<file path="config.mk">
export PLATFORM = sky130hd
export DESIGN_NAME = multi_edge_catcher
export DESIGN_NICKNAME = d
export VERILOG_FILES = /design/src/rtl/multi_edge_catcher.sv
export SDC_FILE = /design/constraint.sdc
export NUM_CORES = 1
export LEC_CHECK = 0
export CAP_MARGIN = 40
export CORE_ASPECT_RATIO = 1.75
export CORE_MARGIN = 5
export CORE_UTILIZATION = 43
export CTS_CLUSTER_SIZE = 24
export DETAILED_ROUTE_END_ITERATION = 12
export PLACE_DENSITY = 0.69
export SLEW_MARGIN = 20
export SYNTH_ARGS = -nofsm -noshare
export SYNTH_HDL_FRONTEND = slang
export SYNTH_SLANG_ARGS = --single-unit
</file>
<file path="constraint.sdc">
create_clock -name clk -period 2.35 [get_ports clk]
set_clock_uncertainty 0.05 [all_clocks]
set_input_delay 0.3525 -clock clk [delete_from_list [all_inputs] [get_ports clk]]
set_output_delay 0.3525 -clock clk [all_outputs]
set_load 0.005 [all_outputs]
</file>
<file path="src/rtl/multi_edge_catcher.sv">
// Multi-channel synchroniser, debouncer and edge-to-pulse catcher.
// Optional auto-repeat of held inputs is enabled by defining MULTI_EDGE_CATCHER_REPEAT_EN.
module multi_edge_catcher #(
  parameter int unsigned CHANNELS        = 8,
  parameter int unsigned SYNC_STAGES     = 2,
  parameter int unsigned DEBOUNCE_CYCLES = 16,
  parameter int unsigned EDGE_MODE       = 0,
  parameter int unsigned REPEAT_DELAY    = 1000,
  parameter int unsigned REPEAT_PERIOD   = 200
) (
  input  logic                clk,
  input  logic                reset,
  input  logic [CHANNELS-1:0] in,
  input  logic [CHANNELS-1:0] channel_en,
  output logic [CHANNELS-1:0] out,
  output logic [CHANNELS-1:0] level,
  output logic                any_out
);

  localparam int unsigned DCW = $clog2(DEBOUNCE_CYCLES + 1);

  logic [CHANNELS-1:0] sync_q [SYNC_STAGES];
  logic [CHANNELS-1:0] s;
  logic [DCW-1:0]      db_cnt_q [CHANNELS];
  logic [DCW-1:0]      db_cnt_d [CHANNELS];
  logic [CHANNELS-1:0] level_q, level_d;
  logic [CHANNELS-1:0] out_q, out_d;
  logic                any_q;
  logic [CHANNELS-1:0] accept;
  logic [CHANNELS-1:0] edge_hit;
  logic [CHANNELS-1:0] rep_hit;

  assign s       = sync_q[SYNC_STAGES-1];
  assign out     = out_q;
  assign level   = level_q;
  assign any_out = any_q;

  always_comb begin
    level_d  = level_q;
    accept   = '0;
    edge_hit = '0;
    for (int unsigned i = 0; i < CHANNELS; i++) begin
      db_cnt_d[i] = db_cnt_q[i];
      if (s[i] == level_q[i]) begin
        db_cnt_d[i] = '0;
      end else if (db_cnt_q[i] == DCW'(DEBOUNCE_CYCLES - 1)) begin
        accept[i]   = 1'b1;
        level_d[i]  = s[i];
        db_cnt_d[i] = '0;
      end else begin
        db_cnt_d[i] = db_cnt_q[i] + 1'b1;
      end
      if (EDGE_MODE == 2) begin
        edge_hit[i] = accept[i];
      end else if (EDGE_MODE == 1) begin
        edge_hit[i] = accept[i] & ~s[i];
      end else begin
        edge_hit[i] = accept[i] & s[i];
      end
    end
  end

  // The enable masks only newly generated pulses; a registered pulse always completes.
  assign out_d = channel_en & (edge_hit | rep_hit);

  always_ff @(posedge clk) begin
    if (reset) begin
      for (int unsigned k = 0; k < SYNC_STAGES; k++) begin
        sync_q[k] <= '0;
      end
      for (int unsigned i = 0; i < CHANNELS; i++) begin
        db_cnt_q[i] <= '0;
      end
      level_q <= '0;
      out_q   <= '0;
      any_q   <= 1'b0;
    end else begin
      sync_q[0] <= in;
      for (int unsigned k = 1; k < SYNC_STAGES; k++) begin
        sync_q[k] <= sync_q[k-1];
      end
      for (int unsigned i = 0; i < CHANNELS; i++) begin
        db_cnt_q[i] <= db_cnt_d[i];
      end
      level_q <= level_d;
      out_q   <= out_d;
      any_q   <= |out_d;
    end
  end

`ifdef MULTI_EDGE_CATCHER_REPEAT_EN
  localparam int unsigned RMAX = (REPEAT_DELAY > REPEAT_PERIOD) ? REPEAT_DELAY : REPEAT_PERIOD;
  localparam int unsigned RCW  = $clog2(RMAX + 1);
  localparam logic ACTIVE_LVL  = (EDGE_MODE == 1) ? 1'b0 : 1'b1;

  typedef enum logic [1:0] {
    RPT_IDLE,
    RPT_DELAY,
    RPT_PERIOD
  } rpt_state_e;

  rpt_state_e     rpt_q     [CHANNELS];
  rpt_state_e     rpt_d     [CHANNELS];
  logic [RCW-1:0] rpt_cnt_q [CHANNELS];
  logic [RCW-1:0] rpt_cnt_d [CHANNELS];

  // Arming happens only on an accepted edge into the active level, so an idle
  // channel sitting at the active level after reset never auto-repeats.
  always_comb begin
    rep_hit = '0;
    for (int unsigned i = 0; i < CHANNELS; i++) begin
      rpt_d[i]     = rpt_q[i];
      rpt_cnt_d[i] = rpt_cnt_q[i];
      if (accept[i]) begin
        rpt_cnt_d[i] = '0;
        rpt_d[i]     = (s[i] == ACTIVE_LVL) ? RPT_DELAY : RPT_IDLE;
      end else if (rpt_q[i] != RPT_IDLE) begin
        if ((rpt_q[i] == RPT_DELAY  && rpt_cnt_q[i] == RCW'(REPEAT_DELAY - 1)) ||
            (rpt_q[i] == RPT_PERIOD && rpt_cnt_q[i] == RCW'(REPEAT_PERIOD - 1))) begin
          rep_hit[i]   = 1'b1;
          rpt_cnt_d[i] = '0;
          rpt_d[i]     = RPT_PERIOD;
        end else begin
          rpt_cnt_d[i] = rpt_cnt_q[i] + 1'b1;
        end
      end
    end
  end

  always_ff @(posedge clk) begin
    for (int unsigned i = 0; i < CHANNELS; i++) begin
      if (reset) begin
        rpt_q[i]     <= RPT_IDLE;
        rpt_cnt_q[i] <= '0;
      end else begin
        rpt_q[i]     <= rpt_d[i];
        rpt_cnt_q[i] <= rpt_cnt_d[i];
      end
    end
  end
`else
  assign rep_hit = '0;
`endif

endmodule

</file>
## After elaboration in Yosys (flattened, before gate mapping)

Memories as Yosys holds them, arrays and structs flattened.
Cells that the tools add are included.
Widths: inputs -> output; s select.

- Register bits after elaboration: 17
- Memory bits (writable): 56
- Bits of input ports: 18
- Output and inout port bits: 17
- Word-level logic and storage cells: 117
- Memories kept: 2

- $add $sub $neg: 8
- Eq/ne operators: 16
- Muxes and demuxes: 45
- Bitwise gates (word level): 27
- Reduce and logical (&&, ||, !) cells: 9

Memories:

| memory | words | width | read ports | clocked after Yosys merged registers in | wr ports | RTL line | text |
|---|---|---|---|---|---|---|---|
| db_cnt_q | 8 | 5 | 8 | 0 | 8 | 24 | `logic [DCW-1:0] db_cnt_q [CHANNELS];` |
| sync_q | 2 | 8 | 2 | 0 | 2 | 22 | `logic [CHANNELS-1:0] sync_q [SYNC_STAGES];` |

Operators by type and width:

| cell | count |
|---|---|
| $mux 5 | 24 |
| $add 5x1->5 const B | 8 |
| $eq 5x4->1 const B | 8 |
| $mux 1 | 19 |
| $mux 8 | 2 |
| $reduce_and 2->1 | 8 |
| $or 1x1->1 | 10 |
| $and 1x1->1 | 8 |
| $and 8x8->8 | 1 |
| $eq 1x1->1 | 8 |
| $not 1->1 | 8 |
| $reduce_or 8->1 | 1 |

## Depth between registers and ports, before layout

An unclocked memory read counts as a cell.

- Depth after elaboration: 7
- Mapped depth: 6
- Depth with buffers taken out: 6

## Least setup slack after synthesis

No wires, ideal clock.

- Kind: register to register
- From: memory db_cnt_q[0][10] in the netlist's numbering
- To: memory db_cnt_q[0][12] in the netlist's numbering
- Library setup time: 0.064 ns
- Arrival: 1.389 ns
- Data required time: 2.236 ns
- Path slack: 0.847 ns
- Cell stages (with the launch flop): 6
- Path buffers: 0
- Clock period less this slack: 1.503 ns
- Path through: dfxtp_1 > ha_1 > and3_1 > ha_1 > or3_4 > nor2_1

RTL lines:

| element | RTL line |
|---|---|
| start, declared | 24 |

## Final worst setup path

- From: register level_q[1], in the netlist level[1]
- To: output port level[1]

RTL lines:

| element | RTL line | text |
|---|---|---|
| start, declared | 26 | `logic [CHANNELS-1:0] level_q, level_d;` |
| start signal, assigned | 85 | `level_q <= level_d;` |
| end, declared | 16 | `output logic [CHANNELS-1:0] level,` |

No word-level cell between the ends.

==> out/results.ini <==
[run_status]
status=completed

[cells_and_area]
n_antenna_cell=0
multi_input_area_sq_mm=0.00107
fillCellCount=569
seqCellArea_sq_mm=0.00146
nNetsFinal=324
final_util_pct=54.4
syn2layout_area_growth_pct=22.9
drive_gt1_share_pct=7.19

[sta]
slew_violations=0
hold_viol=0
max_slew_margin_pct=88.6
setup_slack_ns=0.682
period_share_pct=71.0
tightest_slew_ns=0.170
rsz0062_at_grt=no
max_clock_freq_mhz=600
period_needed_ns=1.67
holdWs_ns=0.388
tns_ns=0
finalSetupViolCount=0

[clocking]
clk_latency_ns=0.34
clk_pin_slew_ns=0.06
root_buffer=clkbuf_8
post_cts_buffers=0
tritoncts=yes
clk_path_buf_depth=2
postCtsResizedCells=0
cts_buffers=9
ctsHoldBuffers=0
cts_sinks=73
h-tree-depth=3

[floorplan]
placeableCoreArea_sq_mm=0.00593
rows=37
io_pins=35
die_h_um=113
die_w_um=69.0
design.die.area_sq_mm=0.00782
start_util_pct=44.2

[routing]
wl_per_cell_um=10.7
drt_pass1_iterations=4
drtIter0Drc=66
totalWireLength_mm=3.97
drc_errors=0
antenna_left=0
via_per_inst=4.55
route.vias.total=1682

[global_route]
track_usage_pct=11.5
grt_pass1_vias=1676
grt_pass1_wl_mm=7.02
grt-ovfl-total=0
grt_antenna_before_repair=0
grt_max_degree=42

[power_and_ir_drop]
powerDensity_mw_per_mm2=676
leakagePower_nw=1.21
vdd_drop_max_v=0.000355

[logic_synthesis]
synth_area_per_cell_sq_um=10.6
synth_cells=248
seq_area_frac_synth_pct=55.8
synth_nets=282
synth_seq_cells=73
yosysWarnings=0
ys_types=16
syn_area_sq_mm=0.00262

[worst_setup_path]
path_buf_inv=1
worstSetupEndpoint=level[1]
cp_max_fo=4
worstReg2RegEnd=db_cnt_q[0][8]
crit_path_end_kind=output port
worstReg2RegStart=db_cnt_q[0][5]
r2r_cells=5
critPathKind=reg -> out
rrSetupSlack_ns=0.74
critPathLaunch=level[1]
max_stage_delay_ns=0.53
path_delay_family=buffers and inverters
crit_path_top_delay_cell=clkdlybuf4s50_1
path_cells=clkdlybuf4s50_1
critPathArrivalTime_ns=1.27
crit_required_ns=1.95
cp.depth=1
startpoint_type=flop

[placed_design]
place_congestion=0.720
post-place-ws_ns=0.703
dp_hpwl_mm=2.97
port_buffers=34

[flow_run]
maxCapViolCount=0

[min_path]
hold_class=reg -> reg

-- report_power, final --
part           internal, mW  switching, mW  leakage, nW  total, mW
combinational        0.0448         0.0260        0.527     0.0708
sequential             1.25        0.00921        0.592       1.26
clock                 0.453          0.390       0.0875      0.843
-- through the flow --
step	power (mW)	std cells	area [sq um]
after detailed placement	1.36	357	3050
after global routing	2.27	370	3220
final	2.18	370	3220
after CTS	2.21	370	3220
after floorplan	1.32	248	2620
after global placement	1.36	357	3050
-- final cells by class --
type	instances	area share, %
Inverter	16	1.86
Multi-Input combinational cell	155	33.3
Tap cell	78	3.03
Sequential cell	73	45.4
Timing Repair Buffer	35	11.2
Clock buffer	13	5.24
-- layout by cell type, fill, tap and decap left out --
| cell | instances |
|---|---|
| a21oi_1 | 1 |
| and3_1 | 8 |
| and4_1 | 2 |
| buf_12 | 1 |
| clkbuf_1 | 1 |
| clkbuf_8 | 12 |
| clkdlybuf4s50_1 | 34 |
| dfxtp_1 | 73 |
| ha_1 | 16 |
| inv_1 | 16 |
| mux2i_1 | 8 |
| nand3_1 | 8 |
| nand4b_1 | 8 |
| nor2_1 | 56 |
| nor2b_1 | 16 |
| or3_4 | 8 |
| xnor2_1 | 16 |
| xor2_1 | 8 |
-- worst reg2reg max path: stages, from the launching register on --
cell     delay (ns)
dfxtp_1        0.33
ha_1           0.22
and3_1         0.20
ha_1           0.22
or3_4          0.42
nor2_1         0.11
-- Yosys cell counts --
| master | count | share of area [%] |
|---|---|---|
| dfxtp_1 | 73 | 56 |
| nor2_1 | 56 | 8.0 |
| ha_1 | 16 | 7.6 |
| inv_1 | 16 | 2.3 |
| nor2b_1 | 16 | 3.8 |
| xnor2_1 | 16 | 5.3 |
| and3_1 | 8 | 1.9 |
| mux2i_1 | 8 | 3.1 |
| nand3_1 | 8 | 1.5 |
| nand4b_1 | 8 | 2.7 |
| or3_4 | 8 | 3.4 |
| xor2_1 | 8 | 2.7 |
| buf_2 | 3 | 0.57 |
| and4_1 | 2 | 0.67 |
| a21oi_1 | 1 | 0.19 |
| buf_6 | 1 | 0.43 |
-- how the worst min path moves through the flow --
stage,start,to,slack [ns],depth (start not counted)
floorplan,sync_q[0][2],sync_q[0][10],0.36,1
global placement,sync_q[0][1],sync_q[0][9],0.37,1
detailed placement,sync_q[0][4],sync_q[0][12],0.38,1
CTS,sync_q[0][4],sync_q[0][12],0.39,1
global route,db_cnt_q[0][10],db_cnt_q[0][10],0.41,1
finish,sync_q[0][4],sync_q[0][12],0.39,1
-- sequential cells by signal, summed over array words and instances, names as in the netlist --
register,flops
db_cnt_q,40
sync_q,16
level,8
out,8
any_out,1
-- layer usage --
layer | GRT usage, % | routed length (um)
met1 | 11.8 | 1650
met2 | 19.1 | 1960
met3 | 4.09 | 228
met4 | 8.60 | 140
met5 | 0 | 0
-- cells by family after synthesis --
group                    synth area share, %
XOR/XNOR                                8.02
AO/OA/AOI/OAI                          0.191
multiplexers                            3.06
flip-flops                              55.8
AND/OR/NAND/NOR                         22.1
buffers and inverters                   3.29
adder cells (fa/ha/maj)                 7.64
(Power assumes the default switching activity.)
